## src/rtl/eva_ahb2apb_bridge.sv

```systemverilog
// AHB-Lite slave to APB4 master bridge: one APB SETUP/ACCESS per accepted AHB single transfer,
// with wait-state insertion, read-data return and two-cycle ERROR on slave error, timeout or illegal transfer.
module eva_ahb2apb_bridge #(
  parameter int HAW     = 32,
  parameter int PAW     = 16,
  parameter int TIMEOUT = 256
) (
  input  logic           hclk,
  input  logic           rst_n,
  input  logic           hsel,
  input  logic [1:0]     htrans,
  input  logic           hwrite,
  input  logic [2:0]     hsize,
  input  logic [HAW-1:0] haddr,
  input  logic [31:0]    hwdata,
  input  logic           hready_in,
  output logic           hready_out,
  output logic [1:0]     hresp,
  output logic [31:0]    hrdata,
  output logic           psel,
  output logic           penable,
  output logic           pwrite,
  output logic [PAW-1:0] paddr,
  output logic [31:0]    pwdata,
  output logic [3:0]     pstrb,
  input  logic           pready,
  input  logic           pslverr,
  input  logic [31:0]    prdata
);

  // state  | meaning
  // IDLE   | no transfer in flight, ready for an address phase
  // SETUP  | APB setup cycle (psel=1, penable=0)
  // ACCESS | APB access cycle, waiting for pready or timeout
  // DONE   | OKAY completion cycle, may accept the next transfer
  // ERR1   | first ERROR cycle, hready_out=0
  // ERR2   | second ERROR cycle, may accept the next transfer
  typedef enum logic [2:0] {
    S_IDLE   = 3'd0,
    S_SETUP  = 3'd1,
    S_ACCESS = 3'd2,
    S_DONE   = 3'd3,
    S_ERR1   = 3'd4,
    S_ERR2   = 3'd5
  } state_t;

  localparam int CW = (TIMEOUT > 1) ? $clog2(TIMEOUT) : 1;
  localparam logic [CW-1:0] TC = CW'(TIMEOUT - 1);

  state_t        state, state_nxt;
  logic [CW-1:0] cnt;
  logic          can_accept;
  logic          accept;
  logic          legal;
  logic          tmo;
  logic [3:0]    strb_nxt;
  logic          unused_ok;

  assign can_accept = (state == S_IDLE) || (state == S_DONE) || (state == S_ERR2);
  assign accept     = hsel & htrans[1] & hready_in & can_accept;
  assign tmo        = (TIMEOUT != 0) && (cnt == TC);
  assign pwdata     = hwdata;
  assign unused_ok  = ^{htrans[0], haddr[HAW-1:PAW]};

  always_comb begin
    legal    = 1'b0;
    strb_nxt = 4'b0000;
    case (hsize)
      3'd0: begin
        legal    = 1'b1;
        strb_nxt = 4'b0001 << haddr[1:0];
      end
      3'd1: begin
        legal    = ~haddr[0];
        strb_nxt = haddr[1] ? 4'b1100 : 4'b0011;
      end
      3'd2: begin
        legal    = (haddr[1:0] == 2'b00);
        strb_nxt = 4'b1111;
      end
      default: begin
        legal    = 1'b0;
        strb_nxt = 4'b0000;
      end
    endcase
  end

  always_comb begin
    state_nxt  = state;
    hready_out = 1'b1;
    hresp      = 2'b00;
    case (state)
      S_IDLE, S_DONE, S_ERR2: begin
        if (state == S_ERR2) hresp = 2'b01;
        if (accept) state_nxt = legal ? S_SETUP : S_ERR1;
        else        state_nxt = S_IDLE;
      end
      S_SETUP: begin
        hready_out = 1'b0;
        state_nxt  = S_ACCESS;
      end
      S_ACCESS: begin
        hready_out = 1'b0;
        if (pready)   state_nxt = pslverr ? S_ERR1 : S_DONE;
        else if (tmo) state_nxt = S_ERR1;
      end
      S_ERR1: begin
        hready_out = 1'b0;
        hresp      = 2'b01;
        state_nxt  = S_ERR2;
      end
      default: state_nxt = S_IDLE;
    endcase
  end

  always_ff @(posedge hclk) begin
    if (!rst_n) begin
      state   <= S_IDLE;
      psel    <= 1'b0;
      penable <= 1'b0;
      pwrite  <= 1'b0;
      paddr   <= '0;
      pstrb   <= 4'b0000;
      hrdata  <= 32'h0;
      cnt     <= '0;
    end else begin
      state   <= state_nxt;
      psel    <= (state_nxt == S_SETUP) || (state_nxt == S_ACCESS);
      penable <= (state_nxt == S_ACCESS);
      cnt     <= ((state == S_ACCESS) && (state_nxt == S_ACCESS)) ? cnt + 1'b1 : '0;
      // APB address/control only reload on a legal accept, so they hold through ACCESS
      if (accept && legal) begin
        paddr  <= haddr[PAW-1:0];
        pwrite <= hwrite;
        pstrb  <= hwrite ? strb_nxt : 4'b0000;
      end
      if ((state == S_ACCESS) && pready && !pslverr && !pwrite) hrdata <= prdata;
    end
  end

endmodule

```

## config.mk

```make
export PLATFORM = sky130hd
export DESIGN_NAME = eva_ahb2apb_bridge
export DESIGN_NICKNAME = d
export VERILOG_FILES = /design/src/rtl/eva_ahb2apb_bridge.sv
export SDC_FILE = /design/constraint.sdc
export NUM_CORES = 1
export LEC_CHECK = 0
export CAP_MARGIN = 20
export CORE_MARGIN = 2
export CORE_UTILIZATION = 30
export DETAILED_ROUTE_END_ITERATION = 6
export MAX_ROUTING_LAYER = met4
export PLACE_DENSITY = 0.81
export SETUP_SLACK_MARGIN = 0.15
export SLEW_MARGIN = 20
export SYNTH_ARGS = -nofsm -noshare
export SYNTH_HDL_FRONTEND = slang
export SYNTH_SLANG_ARGS = --single-unit
export TNS_END_PERCENT = 1
```

## constraint.sdc

```tcl
create_clock -name hclk -period 1.7 [get_ports hclk]
set_input_delay 0.51 -clock hclk [delete_from_list [all_inputs] [get_ports hclk]]
set_output_delay 0.51 -clock hclk [all_outputs]
set_load 0.05 [all_outputs]
```

# Yosys cells after proc, flatten, opt, wreduce, memory -nomap -nowiden
# Cells that the tools add are included.
[classes]
muxes = 13
n_reduce_logical = 16
n_shift = 1
n_addsub = 1
n_eq_ne = 10
bitwise_logic = 4
[op_table]
columns = ["op", "count"]
rows = [
  ["$mux W3", 5],
  ["$eq A3 B2 Y1 const B", 4],
  ["$pmux W3 S4", 1],
  ["$pmux W4 S3", 1],
  ["$eq A3 B1 Y1 const B", 3],
  ["$add A8 B1 Y8 const B", 1],
  ["$eq A8 B8 Y1 const B", 1],
  ["$mux W4", 2],
  ["$eq A3 B3 Y1 const B", 2],
  ["$logic_not A3 Y1", 2],
  ["$reduce_or A3 Y1", 2],
  ["$logic_and A1 B1 Y1", 5],
  ["$shl A1 B2 Y4 const A", 1],
  ["$and A1 B1 Y1", 3],
  ["$logic_or A1 B1 Y1", 3],
  ["$pmux W1 S3", 1],
  ["$logic_not A1 Y1", 2],
  ["$logic_not A2 Y1", 1],
  ["$mux W1", 2],
  ["$pmux W1 S2", 1],
  ["$reduce_and A2 Y1", 1],
  ["$not A1 Y1", 1],
]
[word_totals]
out_inout_bits = 90
ff_bits = 66

# Logic depth before layout (Yosys ltp)
# Gate-level depths: netlist of run 1.
[depth]
word_depth = 9
mapped_depth = 7
depth_no_buf = 5

# Worst setup path after synthesis of run 1
# No wires, ideal clock.
[synth_path]
kind = "reg2out"
startpoint = "reg state[1]"
endpoint = "out hready_out"
t_arrival_ns = 1.597
setup_slack_ns = -0.407
t_required_ns = 1.190
stages_incl_launch_ff = 5
path_buffers = 1
path_cell_list = "dfxtp_1 buf_4 xnor2_1 nor2_1 a21oi_1"
[synth_via]
elab_chain_len = 3
word_cells_on_any_way = 5
cone_classes = "eq/ne (3); mux (1); reduce/logical (1)"
[synth_lines]
columns = ["element", "line_no", "text"]
rows = [
  ["from (decl)", "50", "state_t state, state_nxt;"],
  ["from (signal assigned)", "127", "state <= state_nxt;"],
  ["$eq A3 B2 Y1 (tied with other cells)", "92", "case (state)"],
  ["$reduce_or A3 Y1 (no line) *", "n/a", ""],
  ["$mux W1 *", "92", ""],
  ["to (decl)", "17", "output logic hready_out,"],
]
# Mark *: on every way between the ends. The rest lies on a longest branch, timed or not.

# Worst setup path in the final report of run 1
[layout_path]
startpoint = "reg state[2]"
endpoint = "out hresp[0]"
[layout_via]
elab_chain_len = 3
word_cells_on_any_way = 7
cone_classes = "eq/ne (3); mux (2); reduce/logical (2)"
[layout_lines]
columns = ["element", "line_no", "text"]
rows = [
  ["$eq A3 B2 Y1 (tied with other cells)", "92", ""],
  ["$reduce_or A3 Y1 or $mux W1 (tied branches)", "92, 94", ""],
  ["$pmux W1 S2 *", "92", ""],
  ["to (decl)", "18", "output logic [1:0] hresp,"],
]
# Marks and branches as above.

==> flow_summary_export.csv, run 1 <==
group,metric,value,unit
outcome,status,"complete, but fails checks",
outcome,violations,"negative setup slack",
cells_and_area,syn_to_final_growth,76.4,%
synth,synthTopCellsByArea,"dfxtp_1 (45%), nand2_1 (14%), buf_4 (9.0%)",
worst_setup_path,critical_path_required,1.19,ns
placed_design,dpl-instance-area,4650,um2
cells_and_area,drive_gt1_frac,0.329,
worst_setup_path,rr_worst_depth,5,
synth,synth_cells,345,
worst_setup_path,cp_max_fo,6,
global_route,use_met2,0.254,
worst_setup_path,crit_start,"state[2]",
global_route,grt_pass1_vias,2565,
synth,syn_area,2910,um2
worst_setup_path,crit_path_end,"hresp[0]",
global_route,met3_usage,0.0561,
cells_and_area,n_fill_cell,788,
power_and_ir_drop,p_leak,1.87,nW
die,core_area,9330,um2
sta,rsz0062_at_grt,"yes",
sta,fin_crit_sh,1.04,
worst_setup_path,cp_slowest_stage_delay,0.41,ns
placed_design,dp_hpwl,5.47,mm
placed_design,post-place-ws,-0.431,ns
clock_tree,cts.sinks,66,
sta,min_period,1.76,ns
power_and_ir_drop,clkPwrFrac,0.448,
die,rows,35,
worst_setup_path,reg2reg_to,"hrdata[22]",
cells_and_area,final_cell_area,5130,um2
worst_setup_path,cp-start-kind,"flop",
sta,whs,0.428,ns
global_route,antenna_found_initial,0,
die,die_w,102,um
synth,synth_edf_count,0,
drt,drtIter0Drc,56,
job,drv_cap,0,
sta,report.final.slew_viol_count,0,
synth,yosys_warnings,0,
clock_tree,root_buffer,"clkbuf_8",
synth,synth_top_flop_cell,"dfxtp_1",
clock_tree,clk_latency,0.34,ns
power_and_ir_drop,cellPowerDensity,709,nW/um2
worst_setup_path,crit_type,"flop to primary output",
global_route,grt.met1_usage,0.148,
power_and_ir_drop,p_total,3.63,mW
global_route,track_usage,0.145,
clock_tree,numCtsBuffers,9,
synth,synth_top_area_frac,0.454,
placed_design,port_buffers,115,
sta,fmaxAchievable,0.567,GHz
drt,wire_per_inst,13.3,um
drt,viasPerCell,4.56,
power_and_ir_drop,swShare,0.224,
die,num_io_pins,198,
clock_tree,cts_tree,"done",
worst_setup_path,r2r-start,"state[1]",
worst_setup_path,rrSetupSlack,0.03,ns
worst_setup_path,cpMaxStageDelayCell,"dfxtp_4",
drt,ant_nets,0,
synth,synth_seq_cells,66,
cells_and_area,multi_input_area,1410,um2
worst_setup_path,arrival,1.25,ns
power_and_ir_drop,switching_power,815,uW
drt,vias,2626,
synth,syn-num-nets,454,
synth,async_flop_share,0,
placed_design,routabilityCongestion,0.752,
global_route,top_usage_layer,"met2",
die,dieArea,10500,um2
clock_tree,clockBufferDepth,2,
die,start_util,0.312,
synth,synth.distinct_cells,38,
worst_hold_path,worstHoldPathType,"flop to flop",
cells_and_area,register_area,1330,um2
global_route,grt_pass1_wl,11.5,mm
power_and_ir_drop,combPwrFrac,0.118,
cells_and_area,nets,551,
drt,drc_errors,0,
sta,setup_viol,2,
power_and_ir_drop,p_int,2.82,mW
power_and_ir_drop,power_frac_seq,0.434,
clock_tree,cts.htree.levels,3,
global_route,grt_max_degree,40,
clock_tree,clkTransAtPathRegs,0.07,ns
sta,setup_ws,-0.0625,ns
synth,avgSynthCellArea,8.43,um2
synth,synth_largest_area_cell,"dfxtp_1",
drt,drtPass1Iterations,4,
drt,wl,7.64,mm
worst_setup_path,crit_path_end_kind,"primary output",
worst_setup_path,cp_cell_sequence,"buf_4 > nor2b_4 > buf_12",
synth,ys_seq_area_frac,0.454,
die,dieHeight,102,um
power_and_ir_drop,ir_drop,0.422,mV
sta,finClkSkew,0.0107,ns
global_route,globalRoute.totalOverflow,0,
cells_and_area,antenna_cells,0,
sta,hold_viol,0,
## routing by layer
metal,part of all wire,up-vias
met5,0,-
met4,0.013,0
li1,-,1287
met2,0.52,104
met1,0.39,1225
met3,0.074,10
## power groups by stage
stage | combinational [mW] | clock, mW | sequential, mW
finish | 0.430 | 1.63 | 1.58
global route | 0.457 | 1.77 | 1.58
CTS | 0.421 | 1.70 | 1.58
detailed placement | 0.414 | 0 | 1.61
global placement | 0.407 | 0 | 1.61
floorplan | 0.325 | 0 | 1.64
## critical path, delay by kind of cell (launching register included)
| kind | cells | cell delay [ns] |
|---|---|---|
| AND/OR/NAND/NOR | 1 | 0.21 |
| buffers and inverters | 2 | 0.30 |
| flip-flops | 1 | 0.41 |
## state kept, by name (all words and copies together), names as in the netlist
name and count:
cnt 8, paddr 16, pwrite 1, penable 1, state 3, psel 1, pstrb 4, hrdata 32
## area by class of cell
class                      count  area share
clock buffer                  10      0.0268
clock inverter                 6      0.0222
inverter                       3     0.00220
multi-input combinational    223       0.274
sequential                    66       0.260
tap                          129      0.0315
timing repair buffer         139       0.383
## synth_stat cells (2+ instances only)
master	count
dfxtp_1	66
inv_1	2
nand4_1	3
nor2_1	13
a21oi_1	37
nand2_1	108
buf_4	35
o21ai_0	6
xnor2_1	2
buf_6	6
nor2b_1	2
a211oi_1	3
o21ba_2	2
nand3_1	2
mux2i_1	21
buf_2	5
clkbuf_1	7
xor2_1	5
## placed cells by master, fill, tap and decap left out, drive strengths merged, types with 3 or more instances in the layout
cell,instances
nand2,108
dfxtp,66
bufinv,3
a211oi,3
xor2,5
dlymetal6s2s,7
a21oi,37
clkbuf,10
buf,81
nand4,3
nor2,13
mux2i,21
clkdlybuf4s50,49
o21ai,6
## cell families after synthesis
group	count (synthesis)	share of synthesized area
other	1	0.00129
muxes	21	0.0723
DFF	66	0.454
xor gates and xnor gates	7	0.0211
and+or+nand+nor	139	0.200
AOI/OAI and AO/OA	54	0.112
buffers and inverters	56	0.135
adders and majority gates	1	0.00430
## worst min path at each step
stage | startpoint | end | slack [ns] | cells past startpoint
detailed placement | cnt[0] | cnt[0] | 0.46 | 1
global placement | cnt[0] | cnt[0] | 0.44 | 1
finish | cnt[0] | cnt[0] | 0.43 | 1
global route | cnt[0] | cnt[0] | 0.46 | 1
floorplan | cnt[0] | cnt[0] | 0.43 | 1
CTS | cnt[0] | cnt[0] | 0.47 | 1
## what timing repair did
action / 4_1_cts / 5_1_grt
hold buffers: 0 / 0
endpoints found under the setup margin: 65 / 66
pin swaps: 4 / 29
gates resized for setup: 15 / 54
gates cloned: 0 / 0
setup buffers: 0 / 0
## per-stage QoR
step	instances	utilization	setup TNS (ns)
floorplan	345	-	-0.00385
global placement	560	0.498	-17.92
detailed placement	560	0.498	-20.20
CTS	576	0.530	-0.225
global route	576	0.550	-0.259
finish	576	0.550	-0.121
Power figures use the tool's default switching activity.
==> run 2, diff against run 1 <==
--- a/config.mk
+++ b/config.mk
@@ -9,8 +9,10 @@
 export CORE_MARGIN = 2
 export CORE_UTILIZATION = 30
 export DETAILED_ROUTE_END_ITERATION = 6
+export GPL_ROUTABILITY_DRIVEN = 0
 export MAX_ROUTING_LAYER = met4
 export PLACE_DENSITY = 0.81
+export RECOVER_POWER = 50
 export SETUP_SLACK_MARGIN = 0.15
 export SLEW_MARGIN = 20
 export SYNTH_ARGS = -nofsm -noshare
==> constraint.sdc (replaced) <==
create_clock -name hclk -period 1.5 [get_ports hclk]
set_input_delay 0.45 -clock hclk [delete_from_list [all_inputs] [get_ports hclk]]
set_output_delay 0.45 -clock hclk [all_outputs]
set_load 0.05 [all_outputs]
==> run 2 against run 1 <==
Net effect:
- the run still ends with negative setup slack left
- global-route usage rose by 0.88 points
- core utilization fell by 2.9 points
- clock power rose by 13%
- largest power group unchanged
- die area did not move
- total power rose by 13%
- cell area fell by 5.2%
- register-to-register slack got worse by 0.17 ns
- flip-flop and latch count did not move
==> flow_summary_export.csv, run 2 (synthesized netlist as in run 1, its figures left out) <==
group,metric,value,unit
sta,setup_ws,-0.205,ns
worst_setup_path,cp-start-kind,"flop",
drt,drc_errors,0,
placed_design,dpl-instance-area,4680,um2
outcome,status,"complete, but fails checks",
die,core_area,9330,um2
sta,finClkSkew,0.00809,ns
drt,ant_nets,0,
outcome,violations,"negative setup slack",
power_and_ir_drop,ir_drop,0.547,mV
drt,viasPerCell,4.53,
cells_and_area,nets,556,
sta,setup_viol,65,
clock_tree,root_buffer,"clkbuf_8",
cells_and_area,n_fill_cell,839,
worst_setup_path,critical_path_required,1.05,ns
global_route,antenna_found_initial,0,
cells_and_area,final_cell_area,4860,um2
worst_hold_path,worstHoldPathType,"flop to flop",
worst_setup_path,reg2reg_to,"hrdata[16]",
sta,rsz0062_at_grt,"yes",
power_and_ir_drop,cellPowerDensity,845,nW/um2
power_and_ir_drop,p_leak,1.79,nW
worst_setup_path,crit_path_end_kind,"primary output",
die,rows,35,
sta,fin_crit_sh,1.14,
drt,vias,2634,
die,die_w,102,um
clock_tree,cts_hold_buf,0,
job,drv_cap,0,
global_route,grt_max_degree,40,
cells_and_area,regMostFlops,"hrdata",
die,dieHeight,102,um
worst_hold_path,holdPathEnd,"hrdata[27]",
cells_and_area,drive_gt1_frac,0.288,
cells_and_area,final_util,0.521,
worst_setup_path,crit_type,"flop to primary output",
drt,top_layer,"met4",
drt,dr_wl_met2,3.97,mm
clock_tree,cts.sinks,66,
drt,drtPass1Iterations,4,
clock_tree,cts_tree,"done",
worst_hold_path,min_from,"hrdata[27]",
worst_setup_path,rrSetupSlack,-0.14,ns
cells_and_area,antenna_cells,0,
drt,wl,7.75,mm
sta,hold_viol,0,
worst_setup_path,r2r-start,"state[1]",
global_route,grt_pass1_vias,2624,
clock_tree,clk_latency,0.34,ns
global_route,track_usage,0.154,
sta,setup_tns,-8.07,ns
die,start_util,0.312,
worst_setup_path,rr_worst_depth,5,
global_route,globalRoute.totalOverflow,0,
clock_tree,numCtsBuffers,9,
cells_and_area,reg_top3,"hrdata (32), paddr (16), cnt (8)",
drt,wire_per_inst,13.3,um
sta,report.final.slew_viol_count,0,
die,dieArea,10500,um2
cells_and_area,largest_reg_flops,32,
die,num_io_pins,198,
worst_setup_path,arrival,1.26,ns
worst_setup_path,cp_max_fo,6,
drt,drtIter0Drc,60,
placed_design,port_buffers,115,
placed_design,dp_hpwl,5.74,mm
clock_tree,clkTransAtPathRegs,0.07,ns
drt,met3_wirelength,510,um
drt,wl_met1,3.06,mm
cells_and_area,layout_common_cells,"nand2_1 (105), dfxtp_1 (64), clkdlybuf4s50_1 (57)",
global_route,grt_pass1_wl,12.2,mm
sta,min_period,1.71,ns
clock_tree,clockBufferDepth,2,
cells_and_area,syn_to_final_growth,67.2,%
cells_and_area,final_common_cell,"nand2_1",
worst_hold_path,worstHoldPathCells,2,
sta,fmaxAchievable,0.586,GHz
clock_tree,cts.htree.levels,3,
## run 2: changes by cell type in the layout (fill, tap and decap cells not counted), sizes merged
cell,change
clkdlybuf4s50,+8
dlygate4sd2,-1
clkinvlp,-2
inv,+1
buf,-7
clkinv,+1
dlymetal6s2s,-7
clkbuf,+12
## run 2: layout make-up
| class | instances | area (um2) | share of cell area |
|---|---|---|---|
| inverter | 3 | 11.3 | 0.00232 |
| timing repair buffer | 144 | 1800 | 0.371 |
| tap | 129 | 161 | 0.0332 |
| sequential | 66 | 1330 | 0.273 |
| clock inverter | 6 | 113 | 0.0232 |
| multi-input combinational | 223 | 1310 | 0.269 |
| clock buffer | 10 | 138 | 0.0283 |
## run 2: how the worst max path moves through the flow
stage,cells after the start,start,endpoint
global route,4,state[1],hready_out
detailed placement,6,haddr[0],pstrb[1]
finish,4,state[0],hready_out
floorplan,7,state[0],hrdata[10]
CTS,4,state[2],hready_out
global placement,6,haddr[0],paddr[14]
## run 2: through the flow
stage	worst slack, ns	cells	total power [mW]	hold WS, ns
3_5_place_dp	-0.550	564	2.30	0.486
5_1_grt	-0.268	581	4.28	0.475
4_1_cts	-0.239	581	4.18	0.496
2_1_floorplan	-0.134	345	2.23	0.426
3_3_place_gp	-0.480	564	2.29	0.479
6_report	-0.205	581	4.11	0.459
## run 2: power breakdown
part | switching [mW] | total (mW) | internal [mW] | leakage (nW)
clock | 0.692 | 1.85 | 1.16 | 0.127
sequential | 0.0170 | 1.78 | 1.77 | 0.534
combinational | 0.210 | 0.477 | 0.267 | 1.13
total | 0.918 | 4.11 | 3.19 | 1.79
## run 2: layer usage
| metal | GRT usage | vias to the layer above |
|---|---|---|
| met5 | - | - |
| met4 | 0.0749 | 0 |
| met3 | 0.0472 | 29 |
| met2 | 0.263 | 95 |
| met1 | 0.160 | 1210 |
| li1 | - | 1300 |
## run 2: repair_timing
action | in CTS | in global routing
gates resized for setup | 13 | 16
pin swaps | 7 | 2
setup buffers | 1 | 0
setup endpoints to repair | 96 | 119
## run 2: critical path, stage by stage (launching register included)
cell     delay, ns
dfxtp_1       0.31
buf_4         0.16
buf_4         0.15
a21oi_4       0.14
buf_12        0.15
